[config.mk]
export PLATFORM = sky130hd
export DESIGN_NAME = message_rx_channel
export DESIGN_NICKNAME = d
export VERILOG_FILES = /design/src/rtl/message_rx_channel.sv
export SDC_FILE = /design/constraint.sdc
export NUM_CORES = 1
export LEC_CHECK = 0
export BUFFER_PORTS_ARGS = -buffer_cell sky130_fd_sc_hd__buf_2
export CAP_MARGIN = 40
export CORE_MARGIN = 5
export CORE_UTILIZATION = 62
export CTS_CLUSTER_SIZE = 30
export DETAILED_ROUTE_END_ITERATION = 6
export PLACE_DENSITY = 0.94
export RECOVER_POWER = 25
export REMOVE_ABC_BUFFERS = 1
export SETUP_SLACK_MARGIN = 0.02
export SYNTH_ARGS = -nofsm -noshare
export SYNTH_HDL_FRONTEND = slang
export SYNTH_SLANG_ARGS = --single-unit
[constraint.sdc]
create_clock -name clk -period 2.8 [get_ports clk]
set_input_delay 0.56 -clock clk [delete_from_list [all_inputs] [get_ports clk]]
set_output_delay 0.56 -clock clk [all_outputs]
set_load 0.005 [all_outputs]
[src/rtl/message_rx_channel.sv]
// Receive-side deserializer for the 2-bit message control channel.
// Bits arrive LSB first, one per bit_valid strobe, while rx_active frames them.
// A completed MSG_LEN-bit message is presented through a valid/ready holding
// register. Aborted frames, surplus bits and dropped messages are reported as
// single-cycle registered pulses.
module message_rx_channel #(
  parameter int MSG_LEN = 120,
  parameter int ADDR_W  = 7
) (
  input  logic               clk,
  input  logic               rst,
  input  logic               rx_active,
  input  logic               bit_valid,
  input  logic [1:0]         rx_data,
  input  logic               msg_ready,
  output logic [MSG_LEN-1:0] msg_data,
  output logic               msg_err,
  output logic               msg_valid,
  output logic [ADDR_W-1:0]  bit_count,
  output logic               frame_abort,
  output logic               overrun,
  output logic               msg_dropped
);

  localparam logic [1:0] IDLE = 2'd0;
  localparam logic [1:0] RECV = 2'd1;
  localparam logic [1:0] TAIL = 2'd2;

  localparam logic [ADDR_W-1:0] LAST_IDX = ADDR_W'(MSG_LEN - 1);

  logic [1:0]         state;
  logic [MSG_LEN-1:0] shift_reg;
  logic [MSG_LEN-1:0] final_msg;
  logic               err_flag;
  logic               bit_strobe;
  logic               complete;
  logic               can_load;

  // A bit is captured only inside a live frame; the last index completes it.
  assign bit_strobe = (state == RECV) && rx_active && bit_valid;
  assign complete   = bit_strobe && (bit_count == LAST_IDX);
  // The holding register accepts a new message if empty or draining this cycle.
  assign can_load   = !msg_valid || msg_ready;

  // Completed message image: stored bits plus the final bit arriving this cycle.
  always_comb begin
    // NOTE: combinational outputs get a full default first so no latch is inferred.
    final_msg              = shift_reg;
    final_msg[MSG_LEN-1]   = rx_data[0];
  end

  // Frame state machine, bit counter and per-frame reserved-lane error flag.
  // NOTE: all sequential state uses non-blocking assignments so every register
  // samples pre-edge values regardless of statement order.
  always_ff @(posedge clk or negedge rst) begin
    if (!rst) begin
      state     <= IDLE;
      bit_count <= '0;
      err_flag  <= 1'b0;
    end else begin
      case (state)
        IDLE: begin
          bit_count <= '0;
          err_flag  <= 1'b0;
          if (rx_active) state <= RECV;
        end
        RECV: begin
          if (!rx_active) begin
            state     <= IDLE;
            bit_count <= '0;
            err_flag  <= 1'b0;
          end else if (bit_valid) begin
            err_flag  <= err_flag | rx_data[1];
            // Counter ends at MSG_LEN on completion and holds there in TAIL.
            bit_count <= bit_count + 1'b1;
            if (bit_count == LAST_IDX) state <= TAIL;
          end
        end
        TAIL: begin
          if (!rx_active) begin
            state     <= IDLE;
            bit_count <= '0;
            err_flag  <= 1'b0;
          end
        end
        default: begin
          state     <= IDLE;
          bit_count <= '0;
          err_flag  <= 1'b0;
        end
      endcase
    end
  end

  // Shift register: each strobed bit lands at its own index, LSB first.
  always_ff @(posedge clk or negedge rst) begin
    // NOTE: the shift register is a plain register bank, not a RAM, so it takes
    // the async reset like every other flop and shows all zeros after reset.
    if (!rst) begin
      shift_reg <= '0;
    end else if (bit_strobe) begin
      shift_reg[bit_count] <= rx_data[0];
    end
  end

  // Holding register with valid/ready handshake; a reload wins over a drain.
  always_ff @(posedge clk or negedge rst) begin
    if (!rst) begin
      msg_data  <= '0;
      msg_err   <= 1'b0;
      msg_valid <= 1'b0;
    end else if (complete && can_load) begin
      msg_data  <= final_msg;
      msg_err   <= err_flag | rx_data[1];
      msg_valid <= 1'b1;
    end else if (msg_valid && msg_ready) begin
      msg_valid <= 1'b0;
    end
  end

  // Single-cycle event pulses, registered from the current-cycle conditions.
  always_ff @(posedge clk or negedge rst) begin
    if (!rst) begin
      frame_abort <= 1'b0;
      overrun     <= 1'b0;
      msg_dropped <= 1'b0;
    end else begin
      frame_abort <= (state == RECV) && !rx_active;
      overrun     <= (state == TAIL) && rx_active && bit_valid;
      msg_dropped <= complete && !can_load;
    end
  end

endmodule

## After elaboration in Yosys (flattened, before gate mapping)

Cells that the tools add are included.
W data, S select, Z words.

- Latch bits: 0
- Memories: 0
- ROM bits: 0
- RAM bits: 0
- Word-level logic and storage cells: 58
- Register bits after elaboration: 255
- Input bits: 7

- Div/mod/pow operators: 0
- Shift-type cells: 0
- Bitwise operators: 1
- Mux-type cells: 19
- Eq/ne operators: 7
- Magnitude comparators: 2
- Multipliers: 0
- $add $sub $neg: 1
- Reduce and logical (&&, ||, !) cells: 18

Operators with widths:

| cell | number |
|---|---|
| $bwmux W120 | 1 |
| $mux W7 | 3 |
| $pmux W7 S2 | 1 |
| $logic_and A1 B1 Y1 | 10 |
| $mux W2 | 5 |
| $lt A7 B8 Y1 const B | 1 |
| $add A7 B1 Y7 const B | 1 |
| $demux W1 S7 | 1 |
| $eq A7 B7 Y1 const B | 1 |
| $ge A7 B1 Y1 const B | 1 |
| $mux W1 | 6 |
| $pmux W2 S3 | 1 |
| $ne A2 B2 Y1 const B | 2 |
| $reduce_and A4 Y1 | 1 |
| $logic_not A1 Y1 | 3 |
| $ne A3 B2 Y1 const B | 1 |
| $ne A3 B3 Y1 const B | 1 |
| $eq A2 B1 Y1 const B | 1 |
| $eq A2 B2 Y1 const B | 1 |
| $logic_not A2 Y1 | 1 |
| $pmux W1 S2 | 1 |
| $reduce_and A2 Y1 | 1 |
| $reduce_bool A2 Y1 | 1 |
| $logic_or A1 B1 Y1 | 1 |
| $or A1 B1 Y1 | 1 |

## Logic depth before layout (Yosys ltp)

- Depth in word-level cells: 6
- Gate-level depth with buffers: 8

## Worst setup path after synthesis

Ideal clock, no wire load.

- Kind: in2reg
- Start: in bit_valid
- End: reg msg_data[100]
- Setup time: 125 ps
- Stages on the path: 7
- Required time: 2675 ps
- Data arrival time: 1764 ps
- Slack: 911 ps
- Cells stage by stage: and3b_1 > buf_2 > and4_4 > buf_6 > buf_12 > buf_12 > mux2_4

- Longest elaborated chain between the ends: 3

RTL lines:

| what | line | text |
|---|---|---|
| from (decl) | 13 | `input logic bit_valid,` |
| $logic_and A1 B1 Y1 | 40 | `assign bit_strobe = (state == RECV) && rx_active && bit_valid;` |
| $logic_and A1 B1 Y1 | 41 | `assign complete = bit_strobe && (bit_count == LAST_IDX);` |
| $logic_and A1 B1 Y1 | 112 | `end else if (complete && can_load) begin` |
| to (signal assigned) | 113 | `msg_data <= final_msg;` |
| to (decl) | 16 | `output logic [MSG_LEN-1:0] msg_data,` |

No other way between the ends.
A chain may end at the register's enable or synchronous reset.

## Worst setup path in the final report

- Start: reg bit_count[4]
- End: reg msg_data[6]

- Longest elaborated chain between the ends: 3

RTL lines:

| what | line | text |
|---|---|---|
| from (decl) | 19 | `output logic [ADDR_W-1:0] bit_count,` |
| from (signal assigned) | 75 | `bit_count <= bit_count + 1'b1;` |
| $eq A7 B7 Y1 | 41 |  |
| $logic_and A1 B1 Y1 | 41 |  |
| $logic_and A1 B1 Y1 | 112 |  |

No other way between the ends.

==> impl_metrics.toml <==
[outcome]
status = "finished, violations left"
violations = "max-capacitance violations, max-slew violations"

[die]
rows = 48
die_height_um = 142.6
die_area_um2 = 20350
die-width_um = 142.6
io_pins = 139
start_util_pct = 63.06
core_area_um2 = 17300

[clock_network]
clock-sinks = 254
post-cts-setup-buffer-count = 0
clock_latency_ns = 0.51
clkTransAtPathRegs_ns = 0.06
postCtsHoldBufs = 0
cts_buffer_depth = 3
cts_root_buf = "clkbuf_16"
cts_buffers = 25
cts_resized = 0
cts-htree-levels = 1
cts_tree = "built"

[timing]
fmaxAchievable_ghz = 0.4118
finalSetupTns_ns = 0
holdWs_ns = 0.4027
hold_viol = 0
rsz0062_at_grt = "no"
slew_headroom_pct = -27.93
fin_crit_sh_pct = 86.73
finalCriticalPeriod_ns = 2.428
setup_viol = 0
drv_slew = 74
tightestPinTransition_ns = 1.919
skew_ns = 0.007637

[power]
power.total_mw = 6.990
p_per_area_nw_per_um2 = 560.5
cellLeakagePower_nw = 6.458
peakVddDrop_mv = 0.4569

[placement]
dp.cells = 1126
hpwlAfterDp_mm = 15.40
gp_congestion = 0.8405
io_buffers = 138

[min_path]
hold_path.class = "in2reg"

[grt]
grt.overflow.total = 0
grt_pass1_wl_mm = 38.41
grt_pass1_vias = 6910
antenna_found_initial = 1
grt_usage_pct = 23.65
grt_max_degree = 76

[yosys]
yosysWarnings = 0
syn_avg_cell_area_um2 = 13.70
ys_ff_latch = 254
seq_area_frac_synth_pct = 58.27
synth.distinct_cells = 38
syn_area_um2 = 10910
syn_inst = 796

[route]
drt-initial-drc-count = 549
num_vias = 6698
wl_mm = 23.56
antenna_left = 0
first_pass_iters = 5
drt-wirelength-per-cell_um = 20.10
drc = 0
routed_via_density = 5.715

[critical_path]
critPathArrivalTime_ns = 2.83
crit_slowest_cell = "dfrtp_1"
cp-start-kind = "flop"
rrSetupSlack_ns = 0.37
crit_path_end_kind = "flop"
critPathMaxStageDelay_ns = 0.56
worst_ep_required_time_ns = 3.20
path_cells = "nor2b_2, and4_4, and4_4, buf_12, mux2_2"
crit_top_cell = "and4_4"
crit_type = "reg2reg"
worstPathMaxFanout = 36

[layout]
fill_cells = 1110
fin_util_pct = 72.11
largest_reg_flops = 120
num-nets-final = 936
drive_gt1_share_pct = 45.98
areaGrowthSynthToFinish_pct = 14.34
final_cells = 1172

[flow_run]
cap_violations = 1
-- cells by family after synthesis --
group                      share of synthesized area, %
AOI/OAI and AO/OA                                 1.491
buffers and inverters                             3.808
muxes                                             26.90
DFF                                               58.27
adders and majority gates                        0.1147
and+or+nand+nor                                   9.417
-- layout make-up --
class | count | area (um^2) | share of cell area, %
multi-input cells | 487 | 4136 | 33.17
inverters | 2 | 7.507 | 0.06019
repair buffers | 158 | 918.4 | 7.364
clock buffers | 35 | 713.2 | 5.718
flip-flops and latches | 254 | 6356 | 50.96
clock inverters | 10 | 56.30 | 0.4514
well taps | 225 | 281.5 | 2.257
diodes | 1 | 2.502 | 0.02006
-- stage by stage --
stage	setup WS, ns	area, um^2
finish	0.3717	12470
global route	0.3097	12470
CTS	0.3897	12480
detailed placement	0.4062	11710
global placement	0.4430	11710
floorplan	-0.4623	10500
-- metal layers --
| metal | share of wire (%) | wire length [um] | track usage, % |
|---|---|---|---|
| met1 | 43 | 10030 | 33.37 |
| met2 | 49 | 11650 | 38.45 |
| met3 | 4.8 | 1129 | 2.612 |
| met4 | 3.2 | 747 | 8.754 |
| met5 | 0 | 0 | 0 |
-- cells in the mapped netlist --
master	n	area (um^2)
a21oi_1	10	50.05
a41oi_1	1	8.760
a22oi_1	1	7.510
and3_1	4	25.02
or3_1	5	31.28
and4bb_2	1	12.51
nand4_1	3	18.77
dfrtp_1	254	6356
and2_1	5	31.28
nand2b_1	6	37.54
buf_6	2	22.52
mux2i_1	1	10.01
clkbuf_1	25	93.84
and4_4	2	22.52
buf_12	10	200.2
nor2b_1	4	25.02
nand2_1	47	176.4
mux2_4	89	1336
inv_1	1	3.750
nor2b_2	1	8.760
nand4b_1	1	8.760
or2_2	2	12.51
nor3_1	13	65.06
mux2_2	141	1588
buf_2	10	50.05
nand3_1	17	85.08
ha_1	1	12.51
clkinv_1	1	3.750
buf_4	5	37.54
nand3b_1	2	15.01
nor3b_1	2	15.01
o21ai_0	15	75.07
and3b_1	3	26.28
a311oi_1	1	8.760
nand4_2	1	12.51
buf_1	1	3.750
nor2_1	106	397.9
a31oi_1	2	12.51
-- worst paths after layout --
path                       cells past startpoint                       from                        end
max in group asynchronous                      2                        rst   msg_data[42]$_DFFE_PN0P_
min in group asynchronous                      1                        rst  shift_reg[26]$_DFFE_PN0P_
min reg2reg                                    1  msg_data[119]$_DFFE_PN0P_  msg_data[119]$_DFFE_PN0P_
max                                            5   bit_count[4]$_DFFE_PN0P_    msg_data[6]$_DFFE_PN0P_
max reg2reg                                    5   bit_count[4]$_DFFE_PN0P_    msg_data[6]$_DFFE_PN0P_
min                                            3                  msg_ready      msg_dropped$_DFF_PN0_
-- cell usage in the layout, fill, tap and decap left out, types with 10 or more instances in the layout --
cell	instances
mux2_2	141
o21ai_0	15
buf_4	15
dfrtp_1	254
clkbuf_16	25
mux2_4	89
nand3_1	17
nand2_1	47
a21oi_1	10
nor3_1	13
buf_2	136
nor2_1	106
-- critical path, delay by kind of cell (launching register included) --
family | cells | cell delay, ns
AND/OR/NAND/NOR | 3 | 1.04
flip-flops | 1 | 0.56
multiplexers | 1 | 0.37
buffers and inverters | 1 | 0.30
-- power by group --
part | internal (mW) | switching (mW)
combinational | 0.0339 | 0.137
sequential | 3.68 | 0.00803
clock | 1.78 | 1.36
No activity file was read; power rests on OpenSTA's default activity.
